### src/rtl/carry_select_subtractor_seq_if.sv
// Valid/ready operand and result bundle for the sequential carry-select subtractor.
// The master side issues operands and consumes results; the slave side is the subtractor.
interface carry_select_subtractor_seq_if #(
  parameter int WIDTH = 16
);
  logic             in_valid;
  logic             in_ready;
  logic [WIDTH-1:0] a;
  logic [WIDTH-1:0] b;
  logic             bin;
  logic             out_valid;
  logic             out_ready;
  logic [WIDTH-1:0] diff;
  logic             bout;
  logic             ovf;
  logic             zero;

  modport master (
    output in_valid, a, b, bin, out_ready,
    input  in_ready, out_valid, diff, bout, ovf, zero
  );

  modport slave (
    input  in_valid, a, b, bin, out_ready,
    output in_ready, out_valid, diff, bout, ovf, zero
  );
endinterface

### src/rtl/carry_select_subtractor_seq.sv
// Multi-cycle subtractor: diff = a - b - bin, one 4-bit slice per clock, LSB first.
// Each slice precomputes both borrow-in variants; the registered borrow selects one.
module carry_select_subtractor_seq #(
  parameter int WIDTH = 16
) (
  input logic                          clk,
  input logic                          rst_n,
  carry_select_subtractor_seq_if.slave bus
);
  localparam int SLICES = WIDTH / 4;
  localparam int IDX_W  = (SLICES > 1) ? $clog2(SLICES) : 1;
  localparam logic [IDX_W-1:0] LAST_IDX = IDX_W'(SLICES - 1);

  typedef enum logic [1:0] {IDLE, RUN, DONE} state_e;

  state_e           state_q, state_d;
  logic [IDX_W-1:0] idx_q, idx_d;
  logic             brw_q, brw_d;
  logic [WIDTH-1:0] a_q, a_d;
  logic [WIDTH-1:0] b_q, b_d;
  logic [WIDTH-1:0] diff_q, diff_d;
  logic             bout_q, bout_d;
  logic             ovf_q, ovf_d;
  logic             zero_q, zero_d;

  logic [3:0]       a_sl, b_sl;
  logic [4:0]       s0, s1, sel;
  logic [WIDTH-1:0] diff_upd;

  // Slice datapath plus next-state/next-output decode for the IDLE/RUN/DONE sequencer.
  always_comb begin
    // NOTE: every _d starts from its _q so no branch leaves a signal unassigned (no latches).
    state_d = state_q;
    idx_d   = idx_q;
    brw_d   = brw_q;
    a_d     = a_q;
    b_d     = b_q;
    diff_d  = diff_q;
    bout_d  = bout_q;
    ovf_d   = ovf_q;
    zero_d  = zero_q;

    // Current slice; s1[4]/s0[4] is the inverted borrow-out of each variant.
    a_sl = a_q[{idx_q, 2'b00} +: 4];
    b_sl = b_q[{idx_q, 2'b00} +: 4];
    s0   = {1'b0, a_sl} + {1'b0, ~b_sl} + 5'd1;
    s1   = {1'b0, a_sl} + {1'b0, ~b_sl};
    sel  = brw_q ? s1 : s0;

    diff_upd                     = diff_q;
    diff_upd[{idx_q, 2'b00} +: 4] = sel[3:0];

    unique case (state_q)
      IDLE: begin
        if (bus.in_valid) begin
          a_d     = bus.a;
          b_d     = bus.b;
          brw_d   = bus.bin;
          idx_d   = '0;
          state_d = RUN;
        end
      end
      RUN: begin
        diff_d = diff_upd;
        brw_d  = ~sel[4];
        idx_d  = idx_q + IDX_W'(1);
        if (idx_q == LAST_IDX) begin
          idx_d   = '0;
          bout_d  = ~sel[4];
          ovf_d   = (a_q[WIDTH-1] != b_q[WIDTH-1]) && (diff_upd[WIDTH-1] != a_q[WIDTH-1]);
          zero_d  = (diff_upd == '0);
          state_d = DONE;
        end
      end
      DONE: begin
        if (bus.out_ready) state_d = IDLE;
      end
      default: state_d = IDLE;
    endcase
  end

  // State and datapath registers with synchronous active-low reset.
  always_ff @(posedge clk) begin
    if (!rst_n) begin
      state_q <= IDLE;
      idx_q   <= '0;
      brw_q   <= 1'b0;
      a_q     <= '0;
      b_q     <= '0;
      diff_q  <= '0;
      bout_q  <= 1'b0;
      ovf_q   <= 1'b0;
      zero_q  <= 1'b0;
    end else begin
      // NOTE: non-blocking so every flop samples pre-edge values regardless of statement order.
      state_q <= state_d;
      idx_q   <= idx_d;
      brw_q   <= brw_d;
      a_q     <= a_d;
      b_q     <= b_d;
      diff_q  <= diff_d;
      bout_q  <= bout_d;
      ovf_q   <= ovf_d;
      zero_q  <= zero_d;
    end
  end

  // Handshakes come from registered state only: no combinational input-to-output path.
  assign bus.in_ready  = (state_q == IDLE);
  assign bus.out_valid = (state_q == DONE);
  assign bus.diff      = diff_q;
  assign bus.bout      = bout_q;
  assign bus.ovf       = ovf_q;
  assign bus.zero      = zero_q;
endmodule

### src/flat_wrapper.sv
// flat-port wrapper written by rule: the top's interface ports become plain ports
module carry_select_subtractor_seq_flat 
#(
  parameter int WIDTH = 16
)
  (clk, rst_n, bus_in_valid, bus_a, bus_b, bus_bin, bus_out_ready, bus_in_ready, bus_out_valid, bus_diff, bus_bout, bus_ovf, bus_zero);
  carry_select_subtractor_seq_if #(.WIDTH(WIDTH)) bus_i ();
  input logic clk;
  input logic rst_n;
  input wire logic [$bits(bus_i.in_valid)-1:0] bus_in_valid;
  input wire logic [$bits(bus_i.a)-1:0] bus_a;
  input wire logic [$bits(bus_i.b)-1:0] bus_b;
  input wire logic [$bits(bus_i.bin)-1:0] bus_bin;
  input wire logic [$bits(bus_i.out_ready)-1:0] bus_out_ready;
  output wire logic [$bits(bus_i.in_ready)-1:0] bus_in_ready;
  output wire logic [$bits(bus_i.out_valid)-1:0] bus_out_valid;
  output wire logic [$bits(bus_i.diff)-1:0] bus_diff;
  output wire logic [$bits(bus_i.bout)-1:0] bus_bout;
  output wire logic [$bits(bus_i.ovf)-1:0] bus_ovf;
  output wire logic [$bits(bus_i.zero)-1:0] bus_zero;
  assign bus_i.in_valid = bus_in_valid;
  assign bus_i.a = bus_a;
  assign bus_i.b = bus_b;
  assign bus_i.bin = bus_bin;
  assign bus_i.out_ready = bus_out_ready;
  assign bus_in_ready = bus_i.in_ready;
  assign bus_out_valid = bus_i.out_valid;
  assign bus_diff = bus_i.diff;
  assign bus_bout = bus_i.bout;
  assign bus_ovf = bus_i.ovf;
  assign bus_zero = bus_i.zero;
  carry_select_subtractor_seq #(.WIDTH(WIDTH)) u_core (.clk(clk), .rst_n(rst_n), .bus(bus_i));
endmodule
### config.mk
export PLATFORM = sky130hd
export DESIGN_NAME = carry_select_subtractor_seq_flat
export DESIGN_NICKNAME = d
export VERILOG_FILES = /design/src/rtl/carry_select_subtractor_seq_if.sv /design/src/rtl/carry_select_subtractor_seq.sv /design/src/flat_wrapper.sv
export SDC_FILE = /design/constraint.sdc
export NUM_CORES = 1
export LEC_CHECK = 0
export CORE_UTILIZATION = 40
export DETAILED_ROUTE_END_ITERATION = 16
export PLACE_DENSITY_LB_ADDON = 0.15
export SLEW_MARGIN = 10
export SYNTH_ARGS = -nofsm -noshare
export SYNTH_HDL_FRONTEND = slang
export SYNTH_SLANG_ARGS = --single-unit
### constraint.sdc
create_clock -name clk -period 3.9 [get_ports clk]
set_input_delay 0.78 -clock clk [delete_from_list [all_inputs] [get_ports clk]]
set_output_delay 0.78 -clock clk [all_outputs]
set_load 0.005 [all_outputs]
==> results of run 1 <==
## metrics by stage
step | utilization (%) | total power, mW | setup WS [ns] | cells
3_5_place_dp | 50.9 | 0.936 | 0.688 | 461
3_3_place_gp | 50.9 | 0.932 | 0.797 | 461
4_1_cts | 52.3 | 1.27 | 0.674 | 469
6_report | 52.3 | 1.25 | 0.682 | 469
2_1_floorplan | - | 0.844 | 0.566 | 320
5_1_grt | 52.3 | 1.33 | 0.391 | 469
## layout by cell type (no fill, tap or decap), types with 8 or more instances in the layout
cell / n
sky130_fd_sc_hd__inv_1: 12
sky130_fd_sc_hd__nor2b_1: 22
sky130_fd_sc_hd__a21boi_0: 33
sky130_fd_sc_hd__clkdlybuf4s50_1: 57
sky130_fd_sc_hd__a22oi_1: 16
sky130_fd_sc_hd__ha_1: 11
sky130_fd_sc_hd__a21oi_1: 8
sky130_fd_sc_hd__nand2_1: 79
sky130_fd_sc_hd__mux4_2: 8
sky130_fd_sc_hd__dfxtp_1: 56
## flip-flops by register name, summed over array words and instances, names as in the netlist
name / flops
u_core.a_q: 16
u_core.b_q: 16
u_core.brw_q: 1
u_core.bus.bout: 1
u_core.bus.diff: 16
u_core.bus.ovf: 1
u_core.bus.zero: 1
u_core.idx_q: 2
u_core.state_q: 2
## layer usage
metal	track usage [%]	wire, microns	vias to the layer above
li1	-	-	1203
met1	24.2	3070	1053
met2	27.8	2750	36
met3	3.33	168	6
met4	4.09	60	0
met5	0	0	-
## layout make-up
type	count	area (sq um)	area share, %
Clock buffer	6	82.6	2.30
Clock inverter	2	13.8	0.383
Inverter	12	45.0	1.25
Multi-Input combinational cell	235	1600	44.6
Sequential cell	56	1120	31.2
Tap cell	96	120	3.34
Timing Repair Buffer	62	608	16.9
## cell families (layout without fill, tap and decap cells)
family,Yosys count,after routing,synth area share [%]
xor+xnor,3,3,1.74
mux,10,10,6.96
fa+ha+maj,12,12,5.48
compound gates,74,74,18.4
simple gates,136,136,23.1
flops,56,56,39.0
buf+inv,29,82,5.35
## worst max-delay path by stage
stage and endpoint:
3_3_place_gp u_core.brw_q, 3_5_place_dp u_core.brw_q, 2_1_floorplan u_core.brw_q, 6_report u_core.brw_q
4_1_cts u_core.brw_q, 5_1_grt u_core.brw_q
## where the power goes
group,switching [mW],internal (mW)
Combinational,0.144,0.155
Clock,0.189,0.146
Sequential,0.0219,0.600
## worst reg2reg max path: stages (launching register included)
cell                       delay [ns]
sky130_fd_sc_hd__dfxtp_1         0.58
sky130_fd_sc_hd__mux4_2          0.56
sky130_fd_sc_hd__inv_1           0.07
sky130_fd_sc_hd__ha_1            0.16
sky130_fd_sc_hd__inv_1           0.05
sky130_fd_sc_hd__fa_1            0.48
sky130_fd_sc_hd__inv_1           0.10
sky130_fd_sc_hd__ha_1            0.14
sky130_fd_sc_hd__nand2b_1        0.08
sky130_fd_sc_hd__or2_4           0.25
sky130_fd_sc_hd__nor4b_2         0.24
sky130_fd_sc_hd__o21a_1          0.18
sky130_fd_sc_hd__nor3_1          0.05
sky130_fd_sc_hd__o21a_1          0.19
==> metrics, run 1 <==
number of antenna violations at the first check in global routing=0; Post-Layout Inst Area=3590 sq um; die area=~7500 sq um; hold buffer count at cts=0; startpoint of the most critical hold path=u_core.a_q[8]; clock buffers created by TritonCTS=5; CP Buf/Inv Count=3; total setup buffers inserted after CTS=0; drt wl/cell=between 10 and 15 microns; Fillers=about 650; net count after synthesis=369; number of gates given a new drive strength after cts=0; setup slack of the most critical reg-to-reg path=just under 0.7 ns; areal power density over the cells=approximately 350 nW/um^2; asr flop ratio synth=0%; Arrival @ worst endpoint=about 3.4 ns; Setup TNS=0 ns; clock net sink count=56; post-synthesis sequential element count=56; Hold Path Stages=2; syn_area_per_cell=roughly 9.0 sq um; count of pins on the block boundary=58; Clock Path Buffers=2; required time at the endpoint of the critical path=about 4.1 ns; GRT Residual Overflow=0; via count=approximately 2,300; endpoint type of the worst setup path=flip-flop; signed area change from the synthesized netlist to the final layout=24.9%; DRC violation count after routing=0; pin count of the biggest net entering global routing=36; antenna cell count=0; violation count after the first detailed-route iteration=65; clock tree from TritonCTS=done; reg-to-reg critical path endpoint=u_core.brw_q; Maximum Capacitance Violations=0; Layout Nets=between 400 and 500; Finish-stage setup viols=0; wire length of the first global-routing pass=approximately 10 mm; top cells by count, synth=79 x sky130_fd_sc_hd__nand2_1, 56 x sky130_fd_sc_hd__dfxtp_1, 33 x sky130_fd_sc_hd__a21boi_0, 22 x sky130_fd_sc_hd__nor2b_1, 16 x sky130_fd_sc_hd__a22oi_1; final period demand of the worst path=3.22 ns; worst hold slack=0.468 ns; overall routed net length=approximately 6.0 mm; Critical path origin=u_core.idx_q[0]; relative max-transition margin=between 40% and 50%; largest clock skew in the final design=0.0105 ns; synth top area cells=sky130_fd_sc_hd__dfxtp_1 39%, sky130_fd_sc_hd__nand2_1 10%, sky130_fd_sc_hd__a21boi_0 8.6%; area inside the core boundary=6870 sq um; count of mapped cells out of synthesis=320; launch instance of the worst register-to-register path=u_core.idx_q[0]; clk_lat worst skew=approximately 0.31 ns; worst-margin pin slew=~0.76 ns; number of warnings printed during yosys synthesis=0; number of flops mapped to enable cells by yosys=0; CP Depth=13; static leakage=1.33 nW; series of cell instances along the critical path=mux4_2 > inv_1 > ha_1 > inv_1 > fa_1 > inv_1 > ha_1 > nand2b_1 > or2_4 > nor4b_2 > o21a_1 > nor3_1 > o21a_1; Worst path top cell family by delay=adder cells; largest vdd supply drop=between 200 and 250 uV; Distinct cells, synth=44; weighted congestion at the end of routability-driven global placement=just under 0.8; cell type contributing the most total cell area after synthesis=sky130_fd_sc_hd__dfxtp_1; number of global-route vias before repair=between 2,000 and 2,500; kind of critical path=reg -> reg; fraction of the yosys area taken by sequential cells=slightly below 40%; total count of max-transition violations in the final report=0; remaining antenna violation count=0; layout cell share with drive strength beyond 1=slightly below 8%; starting utilization of the core area=roughly two fifths; Max H-tree Level=2; cell count of the worst reg-to-reg path=13; total iterations of the first detailed-routing run=4; Critical Path Slowest Stage Cell=sky130_fd_sc_hd__dfxtp_1; result of the run=complete, no violations; HPWL after detailed placement=between 4 and 5 mm; maximum frequency from static timing analysis=311 MHz; Worst Hold End=u_core.a_q[8]; clock root cell=sky130_fd_sc_hd__clkbuf_8; Core Rows=30; slowest stage delay, CP=~0.58 ns; number of vias per cell after detailed routing=4.90; critical path launch point type=flip-flop; proportion of netlist area held by the largest area contributor=39.0%; portion of the clock cycle consumed by the worst path in the final layout=between 80% and 90%; setup repair after global routing missed its margin=false; clock slew at the register clock pins of the worst setup and hold paths=0.10 ns; width of the chip=roughly 87 microns; Synth Flop Type=sky130_fd_sc_hd__dfxtp_1; final count of hold timing violations=0; netlist area before placement=about 2900 sq um; cell repeated most along the worst path=sky130_fd_sc_hd__inv_1; global router's overall resource usage=between 15 and 20%; most used standard cell by instance count after synthesis=sky130_fd_sc_hd__nand2_1; biggest fanout along the worst timing path=7; total cell area at the placement stage=3490 sq um; worst min path class=reg -> reg; DIE HEIGHT=around 87 microns; count of port buffers added during placement=between 50 and 60
Note: power is estimated with default switching activity, not from simulation.
==> run 2, diff against run 1 <==
==> constraint.sdc (replaced) <==
create_clock -name clk -period 2.8 [get_ports clk]
set_input_delay 0.56 -clock clk [delete_from_list [all_inputs] [get_ports clk]]
set_output_delay 0.56 -clock clk [all_outputs]
set_load 0.005 [all_outputs]
==> metrics, run 2 (same netlist as run 1, synthesis figures left out) <==
result of the run=finished, violations left; violations in the final reports=negative setup slack; Layout Nets=434 (+3.1%); area inside the core boundary=6870 sq um (unchanged); global router's overall resource usage=18.7% (+1.4 points); drt wl/cell=13.5 microns (+4.9%); remaining antenna violation count=0 (unchanged); die area=7530 sq um (unchanged); Clock Path Buffers=2 (unchanged); CP Buf/Inv Count=2 (-1); Max H-tree Level=2 (unchanged); starting utilization of the core area=41.9% (unchanged); setup slack of the most critical reg-to-reg path=-0.08 ns (-0.77 ns); antenna cell count=0 (unchanged); DRC violation count after routing=0 (unchanged); worst min path class=reg -> reg; number of global-route vias before repair=2,346 (+7.1%); Arrival @ worst endpoint=3.10 ns (-0.32 ns); largest vdd supply drop=239 uV (+10%); biggest fanout along the worst timing path=4 (-3); worst-margin pin slew=0.585 ns (-0.176 ns); slowest stage delay, CP=0.54 ns (-0.04 ns); kind of critical path=reg -> reg; largest clock skew in the final design=0.00335 ns (-0.00717 ns); Core Rows=30 (unchanged); Maximum Capacitance Violations=0 (unchanged); clock root cell=sky130_fd_sc_hd__clkbuf_8; weighted congestion at the end of routability-driven global placement=0.814 (+4.4%); clock buffers created by TritonCTS=5 (unchanged); clock net sink count=56 (unchanged); final count of hold timing violations=0 (unchanged); layout cell share with drive strength beyond 1=16.6% (+8.8 points); HPWL after detailed placement=4.80 mm (+5.5%); setup repair after global routing missed its margin=true; Hold Path Stages=2 (unchanged); clock slew at the register clock pins of the worst setup and hold paths=0.10 ns (about the same); CP Depth=12 (-1); Post-Layout Inst Area=3840 sq um (+7.1%); count of pins on the block boundary=58 (unchanged); total iterations of the first detailed-routing run=4 (unchanged); minimum setup slack after placement=-0.0807 ns (-0.768 ns); worst hold slack=0.468 ns (-0.000524 ns); static leakage=1.43 nW (+6.9%); signed area change from the synthesized netlist to the final layout=33.7%; clock tree from TritonCTS=done; final worst-path setup slack=-0.0842 ns (-0.766 ns); pin count of the biggest net entering global routing=38 (+5.6%); overall routed net length=6.52 mm (+7.8%); Finish-stage setup viols=2 (+2); hold buffer count at cts=0 (unchanged); areal power density over the cells=491 nW/um^2 (+40%); endpoint type of the worst setup path=flip-flop; Fillers=659 (+2.2%); DIE HEIGHT=86.8 microns (unchanged); count of port buffers added during placement=57 (unchanged); total cell area at the placement stage=3610 sq um (+3.4%); Worst Hold End=u_core.b_q[13]; number of antenna violations at the first check in global routing=0 (unchanged); number of vias per cell after detailed routing=4.96 (+1.3%); total count of max-transition violations in the final report=0 (unchanged); Worst path top cell family by delay=adder cells; via count=2,392 (+4.1%); wire length of the first global-routing pass=10.9 mm (+6.4%); clk_lat worst skew=0.31 ns (about the same); reg-to-reg critical path endpoint=u_core.brw_q; series of cell instances along the critical path=mux4_2 > ha_4 > inv_2 > fa_2 > inv_2 > ha_4 > nand2b_4 > or2_4 > nor4b_4 > o21a_1 > nor3_1 > o21a_1; width of the chip=86.8 microns (unchanged); cell count of the worst reg-to-reg path=12 (-1); startpoint of the most critical hold path=u_core.b_q[13]; required time at the endpoint of the critical path=3.01 ns (-1.09 ns); portion of the clock cycle consumed by the worst path in the final layout=103% (+20 points); violation count after the first detailed-route iteration=91 (+40%); launch instance of the worst register-to-register path=u_core.idx_q[0]; final period demand of the worst path=2.88 ns (-0.334 ns); most common library cell in the layout ignoring fill and taps=sky130_fd_sc_hd__nand2_1; relative max-transition margin=60.9% (+12 points); critical path launch point type=flip-flop; top library cells by usage in the layout, fill and taps aside=79 x sky130_fd_sc_hd__nand2_1, 57 x sky130_fd_sc_hd__clkdlybuf4s50_1, 55 x sky130_fd_sc_hd__dfxtp_1, 33 x sky130_fd_sc_hd__a21boi_0, 22 x sky130_fd_sc_hd__nor2b_1; GRT Residual Overflow=0 (unchanged); Critical Path Slowest Stage Cell=sky130_fd_sc_hd__mux4_2; maximum frequency from static timing analysis=347 MHz (+12%)
-- run 2: power by group --
group	switching, mW	leakage (nW)	internal (mW)
registers	0.0307	0.458	0.835
logic	0.261	0.919	0.309
clock network	0.271	0.0485	0.180
total	0.562	1.43	1.32
-- run 2: cell type report --
class | count | area, sq um | share of cell area [%]
Clock buffer | 5 | 68.8 | 1.79
Clock inverter | 3 | 22.5 | 0.586
Inverter | 12 | 45.0 | 1.17
Multi-Input combinational cell | 235 | 1730 | 45.1
Sequential cell | 56 | 1120 | 29.3
Tap cell | 96 | 120 | 3.12
Timing Repair Buffer | 75 | 729 | 19.0
-- run 2: repair_timing --
| action | 4_1_cts | 5_1_grt |
|---|---|---|
| endpoints found under the setup margin | 11 | 16 |
| pin swaps | 4 | 7 |
| buffers inserted | 1 | 0 |
| resized for setup | 14 | 14 |
-- run 2: tightest hold or removal path, stage by stage (launching register included) --
cell and delay, ns:
sky130_fd_sc_hd__dfxtp_1 0.32, sky130_fd_sc_hd__nand2_1 0.05, sky130_fd_sc_hd__a21boi_0 0.06
-- run 2: worst max path at each step --
stage / start / end
after floorplan: u_core.idx_q[0] / u_core.brw_q
after global placement: u_core.idx_q[0] / u_core.brw_q
after detailed placement: u_core.idx_q[0] / u_core.brw_q
after CTS: u_core.idx_q[0] / u_core.brw_q
after global routing: u_core.idx_q[0] / u_core.brw_q
final: u_core.idx_q[0] / u_core.brw_q
-- run 2: through the flow --
| step | power, mW | setup TNS (ns) | std cells | util [%] |
|---|---|---|---|---|
| finish | 1.89 | -0.140 | 482 | 56.0 |
| global placement | 1.35 | -0.00140 | 473 | 52.6 |
| global route | 1.99 | -0.567 | 482 | 56.0 |
| floorplan | 1.19 | -0.398 | 320 | - |
| CTS | 1.84 | -0.0609 | 482 | 54.7 |
| detailed placement | 1.36 | -0.333 | 473 | 52.6 |
-- run 2: metal layers --
metal | GRT usage [%] | wire length (microns) | vias up
met5 | 0 | 0 | -
met4 | 5.45 | 38 | 0
met3 | 3.05 | 196 | 2
met2 | 31.3 | 3090 | 37
met1 | 24.9 | 3190 | 1136
li1 | - | - | 1217
==> run 3, diff against run 2 <==
--- a/config.mk
+++ b/config.mk
@@ -5,7 +5,8 @@
 export SDC_FILE = /design/constraint.sdc
 export NUM_CORES = 1
 export LEC_CHECK = 0
-export CORE_UTILIZATION = 40
+export CORE_UTILIZATION = 48
+export CTS_BUF_LIST = sky130_fd_sc_hd__clkbuf_4 sky130_fd_sc_hd__clkbuf_8
 export DETAILED_ROUTE_END_ITERATION = 16
 export PLACE_DENSITY_LB_ADDON = 0.15
 export SLEW_MARGIN = 10
==> metrics, run 3 (same netlist as run 1, synthesis figures left out) <==
Layout Nets=435 (+0.23%); Critical Path Slowest Stage Cell=sky130_fd_sc_hd__mux4_2; required time at the endpoint of the critical path=3.01 ns (about the same); Net Switching=536 uW (-4.7%); areal power density over the cells=513 nW/um^2 (+4.6%); worst min path class=reg -> reg; DIE HEIGHT=79.4 microns (-8.5%); series of cell instances along the critical path=mux4_2 > ha_4 > inv_2 > fa_2 > inv_2 > ha_4 > nand2b_4 > or2_4 > nor4b_2 > o21a_1 > o31ai_1 > and2_1; HPWL after detailed placement=4.60 mm (-4.3%); count of port buffers added during placement=57 (unchanged); final count of hold timing violations=0 (unchanged); total design power=1.95 mW (+3.3%); Maximum Capacitance Violations=0 (unchanged); setup repair after global routing missed its margin=true; critical path launch point type=flip-flop; top library cells by usage in the layout, fill and taps aside=79 x sky130_fd_sc_hd__nand2_1, 57 x sky130_fd_sc_hd__clkdlybuf4s50_1, 55 x sky130_fd_sc_hd__dfxtp_1, 33 x sky130_fd_sc_hd__a21boi_0, 22 x sky130_fd_sc_hd__nor2b_1; total count of max-transition violations in the final report=0 (unchanged); GRT Residual Overflow=0 (unchanged); drt wl/cell=14.0 microns (+3.3%); most common library cell in the layout ignoring fill and taps=sky130_fd_sc_hd__nand2_1; number of antenna violations at the first check in global routing=0 (unchanged); via count=2,412 (+0.84%); weighted congestion at the end of routability-driven global placement=0.827 (+1.6%); Switching Share=27.5% (-2.3 points); Setup TNS=-0.364 ns (-0.224 ns); slowest stage delay, CP=0.53 ns (about the same); width of the chip=79.4 microns (-8.5%); core occupancy in the finished layout=67.3% (+11 points); number of global-route vias before repair=2,324 (-0.94%); relative max-transition margin=66.4% (+5.4 points); area inside the core boundary=5640 sq um (-18%); overall routed net length=6.41 mm (-1.6%); total iterations of the first detailed-routing run=4 (unchanged); remaining antenna violation count=0 (unchanged); endpoint type of the worst setup path=flip-flop; largest clock skew in the final design=0.00550 ns (+0.00215 ns); DRC violation count after routing=0 (unchanged); Fillers=460 (-30%); clock tree from TritonCTS=done; maximum frequency from static timing analysis=345 MHz (-0.61%); clock net sink count=56 (unchanged); starting utilization of the core area=51.0% (+9.1 points); clock root cell=sky130_fd_sc_hd__clkbuf_8; Clock Path Buffers=2 (unchanged); final period demand of the worst path=2.90 ns (+0.0177 ns); wire length of the first global-routing pass=10.9 mm (about the same); clock buffers created by TritonCTS=5 (unchanged); Arrival @ worst endpoint=3.11 ns (about the same); count of pins on the block boundary=58 (unchanged); kind of critical path=reg -> reg; share of total power in sequential cells=44.3% (-1.6 points); worst-margin pin slew=0.505 ns (-0.0803 ns); final worst-path setup slack=-0.102 ns (-0.0177 ns); Internal Power=1.41 mW (+6.7%); portion of the clock cycle consumed by the worst path in the final layout=104% (+0.63 points); layout cell share with drive strength beyond 1=16.0% (-0.56 points); clk_lat worst skew=0.31 ns (about the same); result of the run=finished, violations left; largest vdd supply drop=331 uV (+39%); global router's overall resource usage=22.5% (+3.8 points); hold buffer count at cts=0 (unchanged); Core Rows=27 (-10%); signed area change from the synthesized netlist to the final layout=32.1%; number of vias per cell after detailed routing=5.25 (+5.9%); share of power burned in combinational logic=28.7% (-1.5 points); biggest fanout along the worst timing path=3 (-1); clock group share of total power=27.0% (+3.1 points); violation count after the first detailed-route iteration=137 (+51%); antenna cell count=0 (unchanged); pin count of the biggest net entering global routing=38 (unchanged); Max H-tree Level=2 (unchanged); Finish-stage setup viols=7 (+5); worst hold slack=0.472 ns (+0.00414 ns); die area=6300 sq um (-16%); violations in the final reports=negative setup slack; static leakage=1.42 nW (about the same); clock slew at the register clock pins of the worst setup and hold paths=0.09 ns (about the same)
[run 3: cell count changes in the layout (fill, tap and decap cells not counted), sizes merged]
| cell | before | now |
|---|---|---|
| clkbuf | 5 | 6 |
| inv | 13 | 12 |
| clkinv | 2 | 1 |
| buf | 18 | 19 |
| bufinv | 0 | 1 |
[run 3: critical path, delay by kind of cell, from the launching register on]
family | cells | cell delay (ns)
AOI/OAI and AO/OA | 2 | 0.25
adders and majority gates | 3 | 0.78
buffers and inverters | 2 | 0.15
and+or+nand+nor | 4 | 0.71
DFF | 1 | 0.38
muxes | 1 | 0.53
[run 3: path summary, 6_finish.rpt]
path | startpoint | endpoint | slack (ns) | depth (start not counted)
setup / recovery | u_core.idx_q[0] | u_core.bus.bout | -0.10 | 12
hold / removal | u_core.b_q[10] | u_core.b_q[10] | 0.47 | 2
setup reg to reg | u_core.idx_q[0] | u_core.bus.bout | -0.10 | 12
hold reg to reg | u_core.b_q[10] | u_core.b_q[10] | 0.47 | 2
[run 3: per-layer routing]
metal	part of all wire (%)	track usage (%)
met5	0	0
met4	0.78	6.36
met3	4.2	3.77
met2	48	37.0
met1	47	30.4
[run 3: cell type report]
class / instances / area [sq um] / share of cell area (%)
inverters: 12 / 45.0 / 1.19
clock buffers: 6 / 76.3 / 2.01
clock inverters: 2 / 35.0 / 0.923
multi-input cells: 235 / 1710 / 45.0
repair buffers: 76 / 717 / 18.9
flip-flops and latches: 56 / 1120 / 29.6
well taps: 72 / 90.1 / 2.37
[run 3: per-stage QoR]
| stage | area (sq um) | std cells | worst slack, ns |
|---|---|---|---|
| floorplan | 2910 | 320 | -0.200 |
| global placement | 3580 | 450 | 0.0155 |
| detailed placement | 3580 | 450 | -0.0940 |
| CTS | 3740 | 459 | -0.0640 |
| global route | 3800 | 459 | -0.195 |
| finish | 3800 | 459 | -0.102 |
[run 3: power by group through the flow]
stage	clock network, mW	registers [mW]	logic [mW]
final	0.525	0.864	0.560
after global routing	0.580	0.870	0.607
after CTS	0.539	0.863	0.506
after detailed placement	0	0.881	0.474
after global placement	0	0.880	0.463
after floorplan	0	0.873	0.317
[run 3: timing repair]
action	CTS	global route
resized for setup	9	12
endpoints found under the setup margin	12	16
pin swaps	1	7
setup buffers	1	0
